`src/rtl/uart_sat_counter.sv`:
```
`default_nettype none
// +--------------------------------------------------------------------+
// | uart_sat_counter : saturating up-counter, clear wins        r1.0   |
// +--------------------------------------------------------------------+
module uart_sat_counter #(
  parameter int W = 8
) (
  input  logic         clk,
  input  logic         rst,
  input  logic         inc,
  input  logic         clr,
  output logic [W-1:0] cnt
);

  always_ff @(posedge clk or negedge rst) begin
    if (!rst) begin
      cnt <= '0;
    end else if (clr) begin
      cnt <= '0;
    end else if (inc && (cnt != {W{1'b1}})) begin
      cnt <= cnt + W'(1);
    end
  end

endmodule
`default_nettype wire

```
`config.mk`:
```
export PLATFORM = sky130hd
export DESIGN_NAME = uart_sat_counter
export DESIGN_NICKNAME = d
export VERILOG_FILES = /design/src/rtl/uart_sat_counter.sv
export SDC_FILE = /design/constraint.sdc
export NUM_CORES = 1
export LEC_CHECK = 0
export CAP_MARGIN = 0
export CORE_AREA = 2 2 39 41
export DETAILED_ROUTE_END_ITERATION = 16
export DIE_AREA = 0 0 41 43
export HOLD_SLACK_MARGIN = 0.05
export PLACE_DENSITY = 0.57
export SYNTH_ARGS = -nofsm -noshare
export SYNTH_HDL_FRONTEND = slang
export SYNTH_SLANG_ARGS = --single-unit
export TNS_END_PERCENT = 5
```
`constraint.sdc`:
```
create_clock -name clk -period 2.35 [get_ports clk]
set_input_delay 0.47 -clock clk [delete_from_list [all_inputs] [get_ports clk]]
set_output_delay 0.47 -clock clk [all_outputs]
set_load 0.05 [all_outputs]
```
* After elaboration in Yosys (flattened, before gate mapping)
Cells that the tools add are included.
Word-level totals: register bits 8, output and inout bits 8
Operators by class: multiplexer cells 2, equal/unequal tests 1, $add $sub $neg 1, reductions and logical operators 2
Operators by type and width (number):
- 8-bit 2-to-1 mux | 2
- 8-bit by 1-bit adder with 8-bit output (second input constant) | 1
- 8-bit != test (second input constant) | 1
- 2-bit nonzero test | 1
- 1-bit logical AND | 1

* Depth between registers and ports, before layout
depth after elaboration 4, mapped depth 4, mapped depth without buffers 4

* Worst setup path before layout
Ideal clock, no wire load.
path type register to register, start point register cnt[0], end point register cnt[0], path buffers 0, data required time 2225 ps, arrival 1734 ps, setup time 125 ps, path slack 491 ps, cell stages (with the launch flop) 5, cells stage by stage dfrtp_1 -> ha_1 -> and4_2 -> a21boi_1 -> mux2_2
Between the ends: word-level cells in the longest chain between the ends 3, elaborated cells on any way between the ends 6, those cells by class add/sub (1); eq/ne (1); mux (2); reduce/logical (2)
Ends and longest elaborated chain:
- start: declaration | line 12 | output logic [W-1:0] cnt
- start signal: assignment | line 21 | cnt <= cnt + W'(1);
- 8-bit by 1-bit adder with 8-bit output or 8-bit != test (tied branches) | line 21, 20
- 8-bit 2-to-1 mux or 1-bit logical AND (tied branches) | line 20 | end else if (inc && (cnt != {W{1'b1}})) begin
- 8-bit 2-to-1 mux or 2-bit nonzero test (tied branches)
Parallel ways exist; a longest one is shown, timed or not. The select of a mux whose other input is x is not followed. A chain may end at the register's enable or synchronous reset.

* Worst setup path after layout
start point register cnt[2], end point output cnt[2]
No word-level cell between the ends.

==> flow_summary.html <==
<table>
<tr><th>Metric</th><th>Value</th></tr>
<tr><th colspan="2">Critical path</th></tr>
<tr><td>Crit path buffers/inverters</td><td>1</td></tr>
<tr><td>Cells traversed along the worst timing path</td><td>clkdlybuf4s50_1</td></tr>
<tr><td>Critical path type</td><td>reg2out</td></tr>
<tr><td>Delay of the slowest cell on the worst path</td><td>approximately 0.84 ns</td></tr>
<tr><td>Slowest-stage cell, CP</td><td>clkdlybuf4s50_1</td></tr>
<tr><td>Worst path depth</td><td>1</td></tr>
<tr><td>Logic depth of the worst register-to-register path</td><td>4</td></tr>
<tr><td>Critical path fanouts, max</td><td>7</td></tr>
<tr><td>Arrival time of data at the critical path endpoint</td><td>around 1.6 ns</td></tr>
<tr><td>Kind of launch point of the worst setup path</td><td>flop</td></tr>
<tr><td>Required time worst endpoint</td><td>1.88 ns</td></tr>
<tr><td>Critical path endpoint category</td><td>output pin</td></tr>
<tr><td>Top delay family on crit path</td><td>buffers and inverters</td></tr>
<tr><th colspan="2">Clocking</th></tr>
<tr><td>TritonCTS clock tree</td><td>built</td></tr>
<tr><td>Cts bufs inserted</td><td>3</td></tr>
<tr><td>Number of instances resized during post-cts repair</td><td>0</td></tr>
<tr><td>Post-CTS setup buffer count</td><td>0</td></tr>
<tr><td>Root buffer selected by CTS</td><td>clkbuf_4</td></tr>
<tr><td>Insertion delay to the later sink of the worst-skew pair</td><td>~0.26 ns</td></tr>
<tr><td>Count of hold-fix buffers inserted at cts</td><td>0</td></tr>
<tr><td>Clock slew at the register clock pins of the worst setup and hold paths</td><td>about 0.05 ns</td></tr>
<tr><td>Maximum clock insertion buffer count</td><td>2</td></tr>
<tr><td>H-tree levels</td><td>1</td></tr>
<tr><td>Number of sinks handled by clock tree synthesis</td><td>8</td></tr>
<tr><th colspan="2">Floorplanning</th></tr>
<tr><td>Floorplan Core Area</td><td>about 1400 um^2</td></tr>
<tr><td>Die H</td><td>approximately 43 um</td></tr>
<tr><td>Boundary pin count</td><td>12</td></tr>
<tr><td>Horizontal extent of the die</td><td>around 41 um</td></tr>
<tr><td>Effective utilization at floorplan</td><td>between 30% and 40%</td></tr>
<tr><td>Overall die area</td><td>~1800 um^2</td></tr>
<tr><td>Std cell rows</td><td>14</td></tr>
<tr><th colspan="2">Routing</th></tr>
<tr><td>Number of optimization iterations in the first detailed-route pass</td><td>4</td></tr>
<tr><td>Routed vias/inst</td><td>~5.5</td></tr>
<tr><td>Antenna Nets Post-Route</td><td>0</td></tr>
<tr><td>Vias</td><td>423</td></tr>
<tr><td>Starting DRT DRC Count</td><td>8</td></tr>
<tr><td>Drt wl/cell</td><td>around 14 um</td></tr>
<tr><td>Post-route DRC violation count</td><td>0</td></tr>
<tr><td>Total routed wirelength</td><td>1040 um</td></tr>
<tr><th colspan="2">Synthesis</th></tr>
<tr><td>Adder and majority cell fraction of the synthesized area</td><td>between 2 and 3%</td></tr>
<tr><td>Area share of the leading cell type in the synthesized netlist</td><td>a little over two fifths</td></tr>
<tr><td>Area of the mapped netlist</td><td>between 400 and 500 um^2</td></tr>
<tr><td>Parity-gate share of the synthesized area counting xor and xnor cells</td><td>0%</td></tr>
<tr><td>Post-synthesis sequential element count</td><td>8</td></tr>
<tr><td>Distinct cell type count after synthesis</td><td>28</td></tr>
<tr><td>Count of mapped cells out of synthesis</td><td>~50</td></tr>
<tr><td>Number of nets in the synthesized netlist</td><td>54</td></tr>
<tr><td>Sequential fraction of the synthesis area</td><td>around 43%</td></tr>
<tr><td>Synth Area in Compound Gates</td><td>around an eighth</td></tr>
<tr><td>Post-Syn Area per Cell</td><td>between 9 and 10 um^2</td></tr>
<tr><td>Multiplexer share of the synthesized area</td><td>under 10%</td></tr>
<tr><td>Dominant combinational cell family by area after synthesis</td><td>simple AND/OR/NAND/NOR gates</td></tr>
<tr><td>Leading area contributor after synthesis</td><td>dfrtp_1</td></tr>
<tr><td>Ranking of synthesized cells by area</td><td>dfrtp_1 (43%), mux2_2 (4.9%), nor3_1 (4.3%)</td></tr>
<tr><td>Basic-gate share of the synthesized area counting and, or, nand and nor cells</td><td>31.00%</td></tr>
<tr><td>Syn. warnings</td><td>0</td></tr>
<tr><th colspan="2">Placed design</th></tr>
<tr><td>Placed standard-cell area</td><td>between 500 and 600 um^2</td></tr>
<tr><td>Detailed-placement wirelength estimate</td><td>around 770 um</td></tr>
<tr><td>Setup WS pre-CTS</td><td>approximately 0.41 ns</td></tr>
<tr><td>Inst Count DP</td><td>74</td></tr>
<tr><td>Port bufs</td><td>11</td></tr>
<tr><td>Global placer's final weighted congestion</td><td>approximately 0.8</td></tr>
<tr><th colspan="2">Power and ir drop</th></tr>
<tr><td>Overall Power</td><td>approximately 0.30 mW</td></tr>
<tr><td>Total power divided by cell area</td><td>485.9 nW/um^2</td></tr>
<tr><td>Combinational fraction of design power</td><td>~14%</td></tr>
<tr><td>Leakage Power</td><td>roughly 0.24 nW</td></tr>
<tr><td>Int Power</td><td>roughly 0.22 mW</td></tr>
<tr><td>Max rail drop VDD</td><td>roughly 0.24 mV</td></tr>
<tr><td>Fraction of power consumed by sequential logic</td><td>between 40% and 50%</td></tr>
<tr><td>Switching power</td><td>between 0.07 and 0.08 mW</td></tr>
<tr><td>Clk network pwr share</td><td>between 30 and 40%</td></tr>
<tr><td>Switching Share</td><td>approximately 27%</td></tr>
<tr><th colspan="2">Timing</th></tr>
<tr><td>Tmin final</td><td>2.034 ns</td></tr>
<tr><td>Setup TNS</td><td>0 ns</td></tr>
<tr><td>Pin slew with the least headroom to its limit</td><td>0.4926 ns</td></tr>
<tr><td>Final setup violating endpoints</td><td>0</td></tr>
<tr><td>Worst Skew</td><td>0.0008111 ns</td></tr>
<tr><td>Least setup slack across all paths after layout</td><td>between 0.3 and 0.4 ns</td></tr>
<tr><td>Final worst path period share</td><td>between 80 and 90%</td></tr>
<tr><td>Unrepaired setup endpoints after global routing</td><td>false</td></tr>
<tr><td>Max Transition Viols Final</td><td>0</td></tr>
<tr><td>Final Hold Violating Endpoints</td><td>0</td></tr>
<tr><td>Hold_ws</td><td>between 0.4 and 0.5 ns</td></tr>
<tr><td>Highest clock frequency the design can meet</td><td>between 400 and 500 MHz</td></tr>
<tr><td>Worst-case headroom to the max-slew limit</td><td>between 60% and 70%</td></tr>
<tr><th colspan="2">Global route</th></tr>
<tr><td>Via count of the first global-routing pass</td><td>~350</td></tr>
<tr><td>Grt ovf</td><td>0</td></tr>
<tr><td>First-pass GRT wire length</td><td>about 1700 um</td></tr>
<tr><td>Tot GR Track Use</td><td>between 10% and 20%</td></tr>
<tr><td>Antenna violations before repair</td><td>0</td></tr>
<tr><td>Maximum number of pins on one net before global-route repair</td><td>12</td></tr>
<tr><th colspan="2">Cells and area</th></tr>
<tr><td>Final cell utilization of the core</td><td>between 40% and 50%</td></tr>
<tr><td>Share of layout cells above drive strength 1</td><td>a little under an eighth</td></tr>
<tr><td>Diode count</td><td>0</td></tr>
<tr><td>Area growth from synthesis to final layout</td><td>31.00%</td></tr>
<tr><td>Fin nets</td><td>68</td></tr>
<tr><td>Flip-flop count of the largest register, all copies and words added</td><td>8</td></tr>
<tr><td>Biggest register</td><td>cnt</td></tr>
<tr><td>Post-route cell area</td><td>approximately 610 um^2</td></tr>
<tr><td>Non-filler cells, final</td><td>77</td></tr>
<tr><td>Registers with the highest flip-flop counts</td><td>cnt (8)</td></tr>
<tr><th colspan="2">Flow run</th></tr>
<tr><td>Max-capacitance violation count</td><td>0</td></tr>
<tr><th colspan="2">Hold path</th></tr>
<tr><td>Type of the worst min-delay path</td><td>in2async</td></tr>
<tr><th colspan="2">Run status</th></tr>
<tr><td>Run status</td><td>finished clean</td></tr>
</table>
==> area by class of cell <==
type	count	area (um^2)
multi-input cells	37	247.7
flip-flops and latches	8	200.2
well taps	16	20.02
repair buffers	11	110.1
inverters	2	7.507
fillers	142	775.7
clock buffers	3	22.52
==> layer usage <==
metal  vias up  track usage [%]  share of wire [%]
met5         -                0                  0
met4         0            12.00                3.8
met3         5            4.712                7.0
met2        17            19.38                 42
met1       195            19.33                 47
li1        206                -                  -
==> logic make-up (layout without fill, tap and decap cells) <==
group	count (synthesis)	after routing
adders and majority gates	1	1
buffers and inverters	4	16
DFF	8	8
AOI/OAI and AO/OA	9	9
and+or+nand+nor	24	24
muxes	3	3
==> path summary, 6_finish.rpt <==
check                           startpoint  slack (ns)     end
worst min register to register      cnt[7]        0.58  cnt[7]
worst max-delay path                cnt[2]        0.32  cnt[2]
max in group asynchronous              rst        1.59  cnt[0]
min in group clk                    cnt[7]        0.58  cnt[7]
worst min-delay path                   rst        0.49  cnt[6]
worst max register to register      cnt[0]        0.60  cnt[0]
==> cells in the mapped netlist (all sizes together) <==
master   number
nor2          2
a21oi         3
a41oi         1
and4          2
mux2i         1
o21ai         1
nor3          4
nand3         3
inv           2
nand2b        3
a21boi        1
a211oi        1
buf           1
clkbuf        1
nand4         1
dfrtp         8
a31oi         1
or3           1
a2111oi       1
nor3b         1
nor2b         3
and3          1
nand2         2
ha            1
mux2          2
nor4          1
==> cell usage in the layout (no fill, tap or decap) <==
cell type / netlist / final
a21boi_1: 1 / 1
nand3_2: 1 / 1
nor2_1: 2 / 2
a21oi_1: 3 / 3
a2111oi_0: 1 / 1
inv_1: 2 / 2
and3_1: 1 / 1
nand3_1: 2 / 2
a41oi_1: 1 / 1
nor3_1: 4 / 4
nand2b_1: 3 / 3
ha_1: 1 / 1
mux2i_1: 1 / 1
clkbuf_4: 0 / 3
o21ai_0: 1 / 1
a211oi_1: 1 / 1
dfrtp_1: 8 / 8
clkdlybuf4s50_1: 0 / 11
nor2b_1: 3 / 3
mux2_2: 2 / 2
and4_2: 1 / 1
or3_1: 1 / 1
a31oi_1: 1 / 1
nor4_1: 1 / 1
and4_1: 1 / 1
nand2_1: 2 / 2
nor3b_1: 1 / 1
nand4_1: 1 / 1
==> power groups by stage <==
| stage | Sequential, mW | Combinational [mW] | Clock, mW |
|---|---|---|---|
| final | 0.146 | 0.0420 | 0.107 |
| after global routing | 0.147 | 0.0454 | 0.120 |
| after CTS | 0.146 | 0.0426 | 0.111 |
| after detailed placement | 0.149 | 0.0422 | 0 |
| after global placement | 0.149 | 0.0419 | 0 |
| after floorplan | 0.159 | 0.0141 | 0 |
No activity file was read; power rests on OpenSTA's default activity.
